### src/rtl/convnet_layer_seq_pkg.sv
// Shared types and helpers for the conv layer sequencer.
package convnet_layer_seq_pkg;

  typedef enum logic [2:0] {
    ST_IDLE   = 3'd0,
    ST_UNSHUF = 3'd1,
    ST_LOAD   = 3'd2,
    ST_COMP   = 3'd3,
    ST_ADV    = 3'd4,
    ST_DONE   = 3'd5
  } state_e;

  typedef enum logic [1:0] {
    MODE_IDLE      = 2'd0,
    MODE_UNSHUF    = 2'd1,
    MODE_CONV      = 2'd2,
    MODE_CONV_POOL = 2'd3
  } mode_e;

  // Weight words consumed by one output-channel group; an input group count
  // of zero is treated as a single group.
  function automatic int unsigned weight_words(input int unsigned ch_num,
                                               input int unsigned ich);
    return ch_num * ch_num * ((ich == 0) ? 1 : ich);
  endfunction

endpackage

### src/rtl/convnet_addr_gen.sv
// Weight/bias base address generator. Bases persist across groups and
// layers so parameters are packed contiguously in layer order.
module convnet_addr_gen
  import convnet_layer_seq_pkg::*;
#(
  parameter int CH_NUM   = 4,
  parameter int WADDR_BW = 10,
  parameter int BADDR_BW = 6
) (
  input  logic                clk,
  input  logic                rst_n,
  input  logic                i_clr,
  input  logic                i_adv,
  input  logic [WADDR_BW-1:0] i_w_inc,
  output logic [WADDR_BW-1:0] o_w_base,
  output logic [BADDR_BW-1:0] o_b_base
);

  localparam logic [BADDR_BW-1:0] B_INC = BADDR_BW'(CH_NUM);

  logic [WADDR_BW-1:0] r_w_base;
  logic [BADDR_BW-1:0] r_b_base;

  // Base registers: cleared on reset/clear, stepped by one group on advance
  always_ff @(posedge clk) begin
    if (!rst_n || i_clr) begin
      r_w_base <= '0;
      r_b_base <= '0;
    end else if (i_adv) begin
      r_w_base <= r_w_base + i_w_inc;
      r_b_base <= r_b_base + B_INC;
    end
  end

  assign o_w_base = r_w_base;
  assign o_b_base = r_b_base;

endmodule

### src/rtl/convnet_layer_seq.sv
// Layer sequencer for the conv datapath: unshuffle, then NUM_LAYERS conv
// layers, each a load/compute pass per output-channel group, ping-ponging
// activations between SRAM groups A and B.
module convnet_layer_seq
  import convnet_layer_seq_pkg::*;
#(
  parameter int NUM_LAYERS = 3,
  parameter int CH_NUM     = 4,
  parameter int GRP_BW     = 4,
  parameter int WADDR_BW   = 10,
  parameter int BADDR_BW   = 6,
  localparam int LIDX_W    = (NUM_LAYERS > 1) ? $clog2(NUM_LAYERS) : 1
) (
  input  logic                         clk,
  input  logic                         rst_n,
  input  logic                         enable,
  input  logic                         abort,
  input  logic [NUM_LAYERS*GRP_BW-1:0] cfg_och_grp,
  input  logic [NUM_LAYERS*GRP_BW-1:0] cfg_ich_grp,
  input  logic [NUM_LAYERS-1:0]        cfg_pool,
  output logic                         busy,
  output logic                         valid,
  output logic                         unshuf_start,
  output logic                         load_start,
  output logic                         comp_start,
  input  logic                         unshuf_done,
  input  logic                         load_done,
  input  logic                         comp_done,
  output logic [1:0]                   mode,
  output logic                         src_bank,
  output logic [LIDX_W-1:0]            layer_idx,
  output logic [GRP_BW-1:0]            och_idx,
  output logic [WADDR_BW-1:0]          w_base,
  output logic [BADDR_BW-1:0]          b_base
);

  state_e              r_state, w_state_nxt;
  logic [GRP_BW-1:0]   r_och_grp [NUM_LAYERS];
  logic [GRP_BW-1:0]   r_ich_grp [NUM_LAYERS];
  logic [NUM_LAYERS-1:0] r_pool;
  logic [LIDX_W-1:0]   r_layer, w_layer_nxt;
  logic [GRP_BW-1:0]   r_och, w_och_nxt;
  logic                r_bank, w_bank_nxt;
  logic                r_unshuf_start, r_load_start, r_comp_start;
  logic                w_latch, w_addr_clr, w_addr_adv;
  logic                w_first_found, w_next_found;
  logic [LIDX_W-1:0]   w_first_idx, w_next_idx;
  logic [GRP_BW:0]     w_och_inc;
  logic                w_och_more;
  logic [WADDR_BW-1:0] w_w_inc;

  // Config snapshot taken when a run is accepted; ignored mid-run
  always_ff @(posedge clk) begin
    if (w_latch) begin
      for (int i = 0; i < NUM_LAYERS; i++) begin
        r_och_grp[i] <= cfg_och_grp[i*GRP_BW +: GRP_BW];
        r_ich_grp[i] <= cfg_ich_grp[i*GRP_BW +: GRP_BW];
      end
      r_pool <= cfg_pool;
    end
  end

  // Locate the first non-empty layer overall and the next one after r_layer
  always_comb begin
    w_first_found = 1'b0;
    w_first_idx   = '0;
    w_next_found  = 1'b0;
    w_next_idx    = '0;
    for (int i = NUM_LAYERS - 1; i >= 0; i--) begin
      if (r_och_grp[i] != '0) begin
        w_first_found = 1'b1;
        w_first_idx   = LIDX_W'(i);
        if (i > int'(r_layer)) begin
          w_next_found = 1'b1;
          w_next_idx   = LIDX_W'(i);
        end
      end
    end
  end

  assign w_och_inc  = {1'b0, r_och} + (GRP_BW+1)'(1);
  assign w_och_more = w_och_inc < {1'b0, r_och_grp[r_layer]};
  assign w_w_inc    = WADDR_BW'(weight_words(CH_NUM, int'(r_ich_grp[r_layer])));

  // Next-state and counter updates; abort overrides any done pulse
  always_comb begin
    w_state_nxt = r_state;
    w_layer_nxt = r_layer;
    w_och_nxt   = r_och;
    w_bank_nxt  = r_bank;
    w_latch     = 1'b0;
    w_addr_clr  = 1'b0;
    w_addr_adv  = 1'b0;
    if (r_state != ST_IDLE && abort) begin
      w_state_nxt = ST_IDLE;
      w_layer_nxt = '0;
      w_och_nxt   = '0;
      w_bank_nxt  = 1'b0;
      w_addr_clr  = 1'b1;
    end else begin
      case (r_state)
        ST_IDLE: begin
          if (enable) begin
            w_state_nxt = ST_UNSHUF;
            w_latch     = 1'b1;
            w_addr_clr  = 1'b1;
            w_layer_nxt = '0;
            w_och_nxt   = '0;
            w_bank_nxt  = 1'b0;
          end
        end
        ST_UNSHUF: begin
          // done in the start cycle is a stale pulse, not a completion
          if (unshuf_done && !r_unshuf_start) begin
            w_och_nxt  = '0;
            w_bank_nxt = 1'b0;
            w_addr_clr = 1'b1;
            if (w_first_found) begin
              w_layer_nxt = w_first_idx;
              w_state_nxt = ST_LOAD;
            end else begin
              w_state_nxt = ST_DONE;
            end
          end
        end
        ST_LOAD: begin
          if (load_done && !r_load_start) w_state_nxt = ST_COMP;
        end
        ST_COMP: begin
          if (comp_done && !r_comp_start) w_state_nxt = ST_ADV;
        end
        ST_ADV: begin
          w_addr_adv = 1'b1;
          if (w_och_more) begin
            w_och_nxt   = w_och_inc[GRP_BW-1:0];
            w_state_nxt = ST_LOAD;
          end else begin
            w_och_nxt  = '0;
            w_bank_nxt = ~r_bank;
            if (w_next_found) begin
              w_layer_nxt = w_next_idx;
              w_state_nxt = ST_LOAD;
            end else begin
              w_state_nxt = ST_DONE;
            end
          end
        end
        ST_DONE: begin
          w_state_nxt = ST_IDLE;
          w_layer_nxt = '0;
          w_och_nxt   = '0;
          w_bank_nxt  = 1'b0;
          w_addr_clr  = 1'b1;
        end
        default: w_state_nxt = ST_IDLE;
      endcase
    end
  end

  // State, counters and one-cycle start pulses on entry to each engine state
  always_ff @(posedge clk) begin
    if (!rst_n) begin
      r_state        <= ST_IDLE;
      r_layer        <= '0;
      r_och          <= '0;
      r_bank         <= 1'b0;
      r_unshuf_start <= 1'b0;
      r_load_start   <= 1'b0;
      r_comp_start   <= 1'b0;
    end else begin
      r_state        <= w_state_nxt;
      r_layer        <= w_layer_nxt;
      r_och          <= w_och_nxt;
      r_bank         <= w_bank_nxt;
      r_unshuf_start <= (w_state_nxt == ST_UNSHUF) && (r_state != ST_UNSHUF);
      r_load_start   <= (w_state_nxt == ST_LOAD)   && (r_state != ST_LOAD);
      r_comp_start   <= (w_state_nxt == ST_COMP)   && (r_state != ST_COMP);
    end
  end

  // Mode decode from the current state and latched pool flag
  always_comb begin
    mode = MODE_IDLE;
    case (r_state)
      ST_UNSHUF:              mode = MODE_UNSHUF;
      ST_LOAD, ST_COMP, ST_ADV: mode = r_pool[r_layer] ? MODE_CONV_POOL : MODE_CONV;
      default:                mode = MODE_IDLE;
    endcase
  end

  convnet_addr_gen #(
    .CH_NUM   (CH_NUM),
    .WADDR_BW (WADDR_BW),
    .BADDR_BW (BADDR_BW)
  ) u_addr_gen (
    .clk      (clk),
    .rst_n    (rst_n),
    .i_clr    (w_addr_clr),
    .i_adv    (w_addr_adv),
    .i_w_inc  (w_w_inc),
    .o_w_base (w_base),
    .o_b_base (b_base)
  );

  assign busy         = (r_state != ST_IDLE);
  assign valid        = (r_state == ST_DONE);
  assign unshuf_start = r_unshuf_start;
  assign load_start   = r_load_start;
  assign comp_start   = r_comp_start;
  assign src_bank     = r_bank;
  assign layer_idx    = r_layer;
  assign och_idx      = r_och;

endmodule

### config.mk
export PLATFORM = sky130hd
export DESIGN_NAME = convnet_layer_seq
export DESIGN_NICKNAME = d
export VERILOG_FILES = /design/src/rtl/convnet_layer_seq_pkg.sv /design/src/rtl/convnet_addr_gen.sv /design/src/rtl/convnet_layer_seq.sv
export SDC_FILE = /design/constraint.sdc
export NUM_CORES = 1
export LEC_CHECK = 0
export ABC_CLOCK_PERIOD_IN_PS = 6200
export BUFFER_PORTS_ARGS = -buffer_cell sky130_fd_sc_hd__buf_4
export CORE_MARGIN = 2
export CORE_UTILIZATION = 57
export CTS_CLUSTER_SIZE = 10
export DETAILED_ROUTE_END_ITERATION = 6
export PLACE_DENSITY = 0.84
export SLEW_MARGIN = 20
export SYNTH_ARGS = -nofsm -noshare
export SYNTH_HDL_FRONTEND = slang
export SYNTH_SLANG_ARGS = --single-unit
### constraint.sdc
create_clock -name clk -period 6.2 [get_ports clk]
set_clock_uncertainty 0.05 [all_clocks]
set_input_delay 1.24 -clock clk [delete_from_list [all_inputs] [get_ports clk]]
set_output_delay 1.24 -clock clk [all_outputs]
set_load 0.02 [all_outputs]
==> results of run 1 <==
per-stage QoR:
stage,setup slack [ns],instances,power (mW),util,hold slack (ns)
floorplan,3.317,247,0.4808,-,0.5158
global placement,3.501,343,0.5167,0.6953,0.4466
detailed placement,3.359,343,0.5189,0.6953,0.4551
CTS,3.133,351,0.7017,0.7151,0.4675
global route,2.996,351,0.7285,0.7151,0.4871
finish,3.138,351,0.6950,0.7151,0.4654
registers in the layout, indices dropped and copies added, names as in the netlist, named ones only:
register,flops
r_ich_grp,12
r_och_grp,12
u_addr_gen.o_w_base,6
och_idx,4
u_addr_gen.o_b_base,4
r_pool,3
r_state,3
layer_idx,2
comp_start,1
load_start,1
src_bank,1
unshuf_start,1
Yosys cell counts, drive strengths merged (2+ instances only):
cell type / n / area, µm²
edfxtp: 27 / 810.8
dfxtp: 25 / 500.5
nor2: 22 / 82.58
a21oi: 17 / 88.84
nand2: 14 / 52.55
buf: 13 / 86.33
o21ai: 13 / 65.06
inv: 11 / 41.29
mux2i: 11 / 110.1
ha: 9 / 112.6
nand3: 8 / 40.04
xor2: 6 / 52.55
nand2b: 5 / 31.28
xnor2: 5 / 43.79
nor2b: 4 / 25.02
a211oi: 3 / 27.52
a31oi: 3 / 40.04
nor3: 3 / 15.01
nor4: 3 / 18.77
o31ai: 3 / 27.52
or3: 3 / 23.77
a21o: 2 / 15.01
a311oi: 2 / 35.04
and3: 2 / 12.51
clkbuf: 2 / 7.510
or4: 2 / 18.77
path summary, 6_finish.rpt:
| kind | startpoint | end | slack, ns |
|---|---|---|---|
| max | r_state[1]$_SDFF_PN0_ | mode[0] | 3.14 |
| min | u_addr_gen.o_w_base[7]$_SDFFE_PP0P_ | u_addr_gen.o_w_base[7]$_SDFFE_PP0P_ | 0.47 |
| max reg2reg | flop | u_addr_gen.o_w_base[8]$_SDFFE_PP0P_ | 3.35 |
| min reg2reg | u_addr_gen.o_w_base[7]$_SDFFE_PP0P_ | u_addr_gen.o_w_base[7]$_SDFFE_PP0P_ | 0.47 |
layout make-up:
type	instances	area (µm²)
flip-flops and latches	52	1311
clock inverters	3	18.77
inverters	11	41.29
fillers	332	1257
multi-input cells	169	1209
clock buffers	5	68.82
repair buffers	59	442.9
well taps	52	65.06
power breakdown:
part	leakage (nW)	internal [mW]	total, mW	switching (mW)
Sequential	0.460	0.385	0.400	0.0144
Combinational	0.765	0.0519	0.111	0.0593
Clock	0.0378	0.0780	0.184	0.106
Total	1.26	0.515	0.695	0.180
kinds of logic (layout without fill, tap and decap cells):
logic type,Yosys count,count (layout),share of synthesized area
and+or+nand+nor,75,75,0.1501
DFF,52,52,0.4979
xor gates and xnor gates,11,11,0.03658
AOI/OAI and AO/OA,54,54,0.1563
buffers and inverters,26,78,0.05131
adders and majority gates,10,10,0.05036
other,1,6,0.001424
muxes,13,13,0.05606
per-layer routing:
metal | share of wire | global-route usage
met2 | 0.47 | 0.3086
met3 | 0.051 | 0.04444
met4 | 0.014 | 0.07128
met5 | 0 | 0
met1 | 0.46 | 0.2731
worst max-delay path, stage by stage, from the launching register on:
cell and delay [ns]:
dfxtp_1 0.63, or3b_1 0.37, nand2_1 0.14, a21o_1 0.17, buf_4 0.15
==> impl_metrics.py, run 1 <==
metrics = {
    "clock_tree": {
        "postCtsSetupBuffers": 0,
        "htree_levels": 2,
        "clock_latency_ns": 0.30,
        "cts_root_buffer": "clkbuf_8",
        "cts_tree": "yes",
        "cts.sinks": 52,
        "cts_buffers": 5,
        "clkTransAtPathRegs_ns": 0.09,
        "cts_resized": 0,
        "hold_buffers": 0,
        "clk_path_buf_depth": 2,
    },
    "placement": {
        "gp_congestion": 0.8757,
        "port-buffer-count": 57,
        "post_dp_cell_area_um2": 3069,
        "dp_hpwl_um": 3716,
    },
    "timing": {
        "min_period_ns": 3.062,
        "slew-limit-headroom": 0.4872,
        "fmax_mhz": 326.5,
        "setup_viol": 0,
        "timing.final.crit_share": 0.4939,
        "rsz0062_at_grt": "false",
        "maxSlewViolCount": 0,
        "finalSetupTns_ns": 0,
        "finalHoldViolCount": 0,
        "tightest_slew_ns": 0.7585,
    },
    "yosys": {
        "synth_seq_area_share": 0.4979,
        "synth_edf_count": 27,
        "synth_area_um2": 2634,
        "async_flop_share": 0,
        "ys_ff_latch": 52,
        "synth_area_per_cell_um2": 10.88,
        "ys.flop_type": "edfxtp_1",
        "yosys.cell_types.count": 61,
        "syn-instance-count": 242,
        "ys_warn_count": 0,
    },
    "cells_and_area": {
        "diodes": 0,
        "area_growth_pct": 19.86,
        "layout_commonest_cell": "buf_4",
        "final_cell_mix": "buf_4 (59), edfxtp_1 (27), dfxtp_1 (25)",
        "drive_gt1_frac": 0.2742,
        "nNetsFinal": 342,
        "fin_area_um2": 3157,
    },
    "grt": {
        "grt_pass1_wl_um": 7914,
        "grt.total_usage": 0.1975,
        "antenna_found_initial": 0,
        "grt_overflow": 0,
        "grt_pass1_vias": 1700,
        "grt_max_degree": 28,
    },
    "outcome": {
        "status": "complete, no violations",
    },
    "floorplan": {
        "die_area_um2": 5180,
        "start_util": 0.5967,
        "core-area_um2": 4414,
        "ios": 64,
        "fp.dieW_um": 71.98,
        "die_height_um": 71.98,
        "fp-row-count": 24,
    },
    "power": {
        "power_density_nw_per_um2": 220.2,
        "p_leak_nw": 1.263,
        "ir_drop_v": 0.0001681,
    },
    "setup_path": {
        "cp_max_fo": 13,
        "arrival_ns": 1.77,
        "start_kind": "flop",
        "critPathCaptureType": "primary output",
        "crit_type": "reg -> out",
        "reg2reg_depth": 13,
        "cp.required_ns": 4.91,
    },
    "drt": {
        "wl_per_cell_um": 13.52,
        "drtIter0Drc": 101,
        "first_pass_iters": 4,
        "wirelength_um": 4747,
        "vias": 1899,
        "ant_nets": 0,
        "drcViolationCount": 0,
        "viasPerCell": 5.410,
    },
    "min_path": {
        "holdPathStages": 2,
        "worst_hold_path_type": "reg -> reg",
    },
    "run": {
        "maxCapViolCount": 0,
    },
}
Note: power is estimated with default switching activity, not from simulation.
==> inputs of run 2 (changes only) <==
--- a/config.mk
+++ b/config.mk
@@ -5,13 +5,13 @@
 export SDC_FILE = /design/constraint.sdc
 export NUM_CORES = 1
 export LEC_CHECK = 0
-export ABC_CLOCK_PERIOD_IN_PS = 6200
+export ABC_CLOCK_PERIOD_IN_PS = 2700
 export BUFFER_PORTS_ARGS = -buffer_cell sky130_fd_sc_hd__buf_4
 export CORE_MARGIN = 2
-export CORE_UTILIZATION = 57
+export CORE_UTILIZATION = 48
 export CTS_CLUSTER_SIZE = 10
 export DETAILED_ROUTE_END_ITERATION = 6
-export PLACE_DENSITY = 0.84
+export PLACE_DENSITY = 0.76
 export SLEW_MARGIN = 20
 export SYNTH_ARGS = -nofsm -noshare
 export SYNTH_HDL_FRONTEND = slang
==> constraint.sdc (replaced) <==
create_clock -name clk -period 2.7 [get_ports clk]
set_clock_uncertainty 0.05 [all_clocks]
set_input_delay 0.54 -clock clk [delete_from_list [all_inputs] [get_ports clk]]
set_output_delay 0.54 -clock clk [all_outputs]
set_load 0.02 [all_outputs]
==> impl_metrics.py, run 2 (synthesis results as in run 1) <==
metrics = {
    "outcome": {
        "status": "complete, no violations",
    },
    "setup_path": {
        "critical-path-slowest-cell": "dfxtp_1",
        "crit_type": "reg -> reg",
        "cp.required_ns": 2.85,
        "reg2reg_depth": 8,
        "critPathMostFrequentCell": "ha_1",
        "r2r_start": "och_idx[0]$_SDFFE_PP0P_",
        "r2r_slack_ns": 0.15,
        "critPathCaptureType": "flop",
        "start_kind": "flop",
        "cp_max_fo": 6,
        "r2r_end": "unshuf_start$_SDFF_PN0_",
        "startpoint": "och_idx[0]$_SDFFE_PP0P_",
        "crit_buf_inv": 0,
        "arrival_ns": 2.70,
        "worstPathCellList": "ha_1 > xor2_1 > ha_1 > a21oi_1 > o21ai_0 > or3_1 > and2_1 > and4b_1",
        "slowest_delay_ns": 0.52,
        "crit_family": "simple AND/OR/NAND/NOR gates",
    },
    "clock_tree": {
        "hold_buffers": 0,
        "htree_levels": 2,
        "cts_buffers": 5,
        "clock_latency_ns": 0.31,
        "postCtsSetupBuffers": 0,
        "cts_tree": "yes",
        "cts_resized": 0,
        "cts.sinks": 52,
        "clk_path_buf_depth": 2,
        "clkTransAtPathRegs_ns": 0.09,
        "cts_root_buffer": "clkbuf_8",
    },
    "power": {
        "power_mw": 1.808,
        "power_density_nw_per_um2": 554.8,
        "p_leak_nw": 1.311,
        "ir_drop_v": 0.0004576,
    },
    "cells_and_area": {
        "diodes": 0,
        "fill_cells": 422,
        "final_cell_mix": "buf_4 (62), edfxtp_1 (27), dfxtp_1 (24)",
        "nNetsFinal": 345,
        "area_growth_pct": 23.75,
        "layout_commonest_cell": "buf_4",
        "drive_gt1_frac": 0.2914,
        "utilization": 0.6262,
    },
    "timing": {
        "finalSetupTns_ns": 0,
        "timing.final.crit_share": 0.9443,
        "maxSlewViolCount": 0,
        "min_period_ns": 2.550,
        "fmax_mhz": 392.2,
        "tightest_slew_ns": 0.6912,
        "setup_viol": 0,
        "finalHoldViolCount": 0,
        "slew-limit-headroom": 0.5327,
    },
    "min_path": {
        "worst_hold_path_type": "in -> reg",
        "worstHoldStart": "cfg_ich_grp[2]",
        "holdPathStages": 1,
        "hold_end": "r_ich_grp[0][2]$_DFFE_PP_",
    },
    "grt": {
        "grt.total_usage": 0.1700,
        "grt_max_degree": 28,
        "grt_overflow": 0,
        "antenna_found_initial": 0,
        "grt_pass1_wl_um": 8211,
        "grt_pass1_vias": 1747,
    },
    "placement": {
        "gp_congestion": 0.8476,
        "port-buffer-count": 57,
        "dp_hpwl_um": 3692,
    },
    "floorplan": {
        "fp.dieW_um": 78.08,
        "start_util": 0.5060,
        "core-area_um2": 5205,
        "fp-row-count": 26,
        "die_height_um": 78.08,
        "die_area_um2": 6096,
        "ios": 64,
    },
    "drt": {
        "wl_per_cell_um": 13.23,
        "drcViolationCount": 0,
        "vias": 1950,
        "first_pass_iters": 4,
        "wirelength_um": 4920,
        "drtIter0Drc": 149,
        "viasPerCell": 5.242,
        "ant_nets": 0,
    },
    "run": {
        "maxCapViolCount": 0,
    },
}
run 2: cell count changes in the layout (fill, tap and decap cells not counted), sizes merged:
cell	delta
inv	+1
buf	+3
clkinvlp	-2
clkinv	-1
bufinv	+2
run 2: through the flow:
step / instances / area [µm²] / worst slack, ns / hold slack, ns
after global routing: 372 / 3259 / -0.003646 / 0.3270
after floorplan: 247 / 2653 / 0.2316 / 0.5158
after detailed placement: 364 / 3114 / 0.08223 / 0.4481
final: 372 / 3259 / 0.1505 / 0.3580
after CTS: 372 / 3252 / 0.05688 / 0.3475
after global placement: 364 / 3114 / 0.2294 / 0.4456
run 2: cell type report:
cell class,count,area (µm²),area share
timing repair buffer,62,465.4,0.1428
sequential,52,1315,0.4035
multi-input combinational,169,1212,0.3720
clock buffer,5,68.82,0.02111
tap,70,87.58,0.02687
inverter,11,41.29,0.01267
clock inverter,3,68.82,0.02111
run 2: layer usage:
metal,GRT usage,vias to the layer above,wire (µm)
met4,0.05439,0,57
met2,0.2664,78,2269
met1,0.2305,876,2304
met3,0.04598,6,290
met5,0,-,0
li1,-,990,-
run 2: worst max-delay path by stage:
| stage | depth (start not counted) | slack, ns | endpoint |
|---|---|---|---|
| after floorplan | 3 | 0.23 | r_ich_grp[0][0]$_DFFE_PP_ |
| after detailed placement | 13 | 0.08 | u_addr_gen.o_w_base[8]$_SDFFE_PP0P_ |
| after global placement | 13 | 0.23 | u_addr_gen.o_w_base[8]$_SDFFE_PP0P_ |
| after global routing | 13 | -0.004 | u_addr_gen.o_w_base[8]$_SDFFE_PP0P_ |
| final | 8 | 0.15 | unshuf_start$_SDFF_PN0_ |
| after CTS | 13 | 0.06 | u_addr_gen.o_w_base[8]$_SDFFE_PP0P_ |
run 2: where the power goes:
group,total (mW),leakage (nW),switching [mW],internal [mW]
Combinational,0.257,0.781,0.138,0.120
Sequential,0.919,0.461,0.0351,0.884
Clock,0.632,0.0687,0.259,0.373
run 2: worst register-to-register path, cell delays in order (launching register included):
cell and delay [ns]:
dfxtp_1 0.52, ha_1 0.27, xor2_1 0.20, ha_1 0.28, a21oi_1 0.17, o21ai_0 0.20
or3_1 0.43, and2_1 0.16, and4b_1 0.18
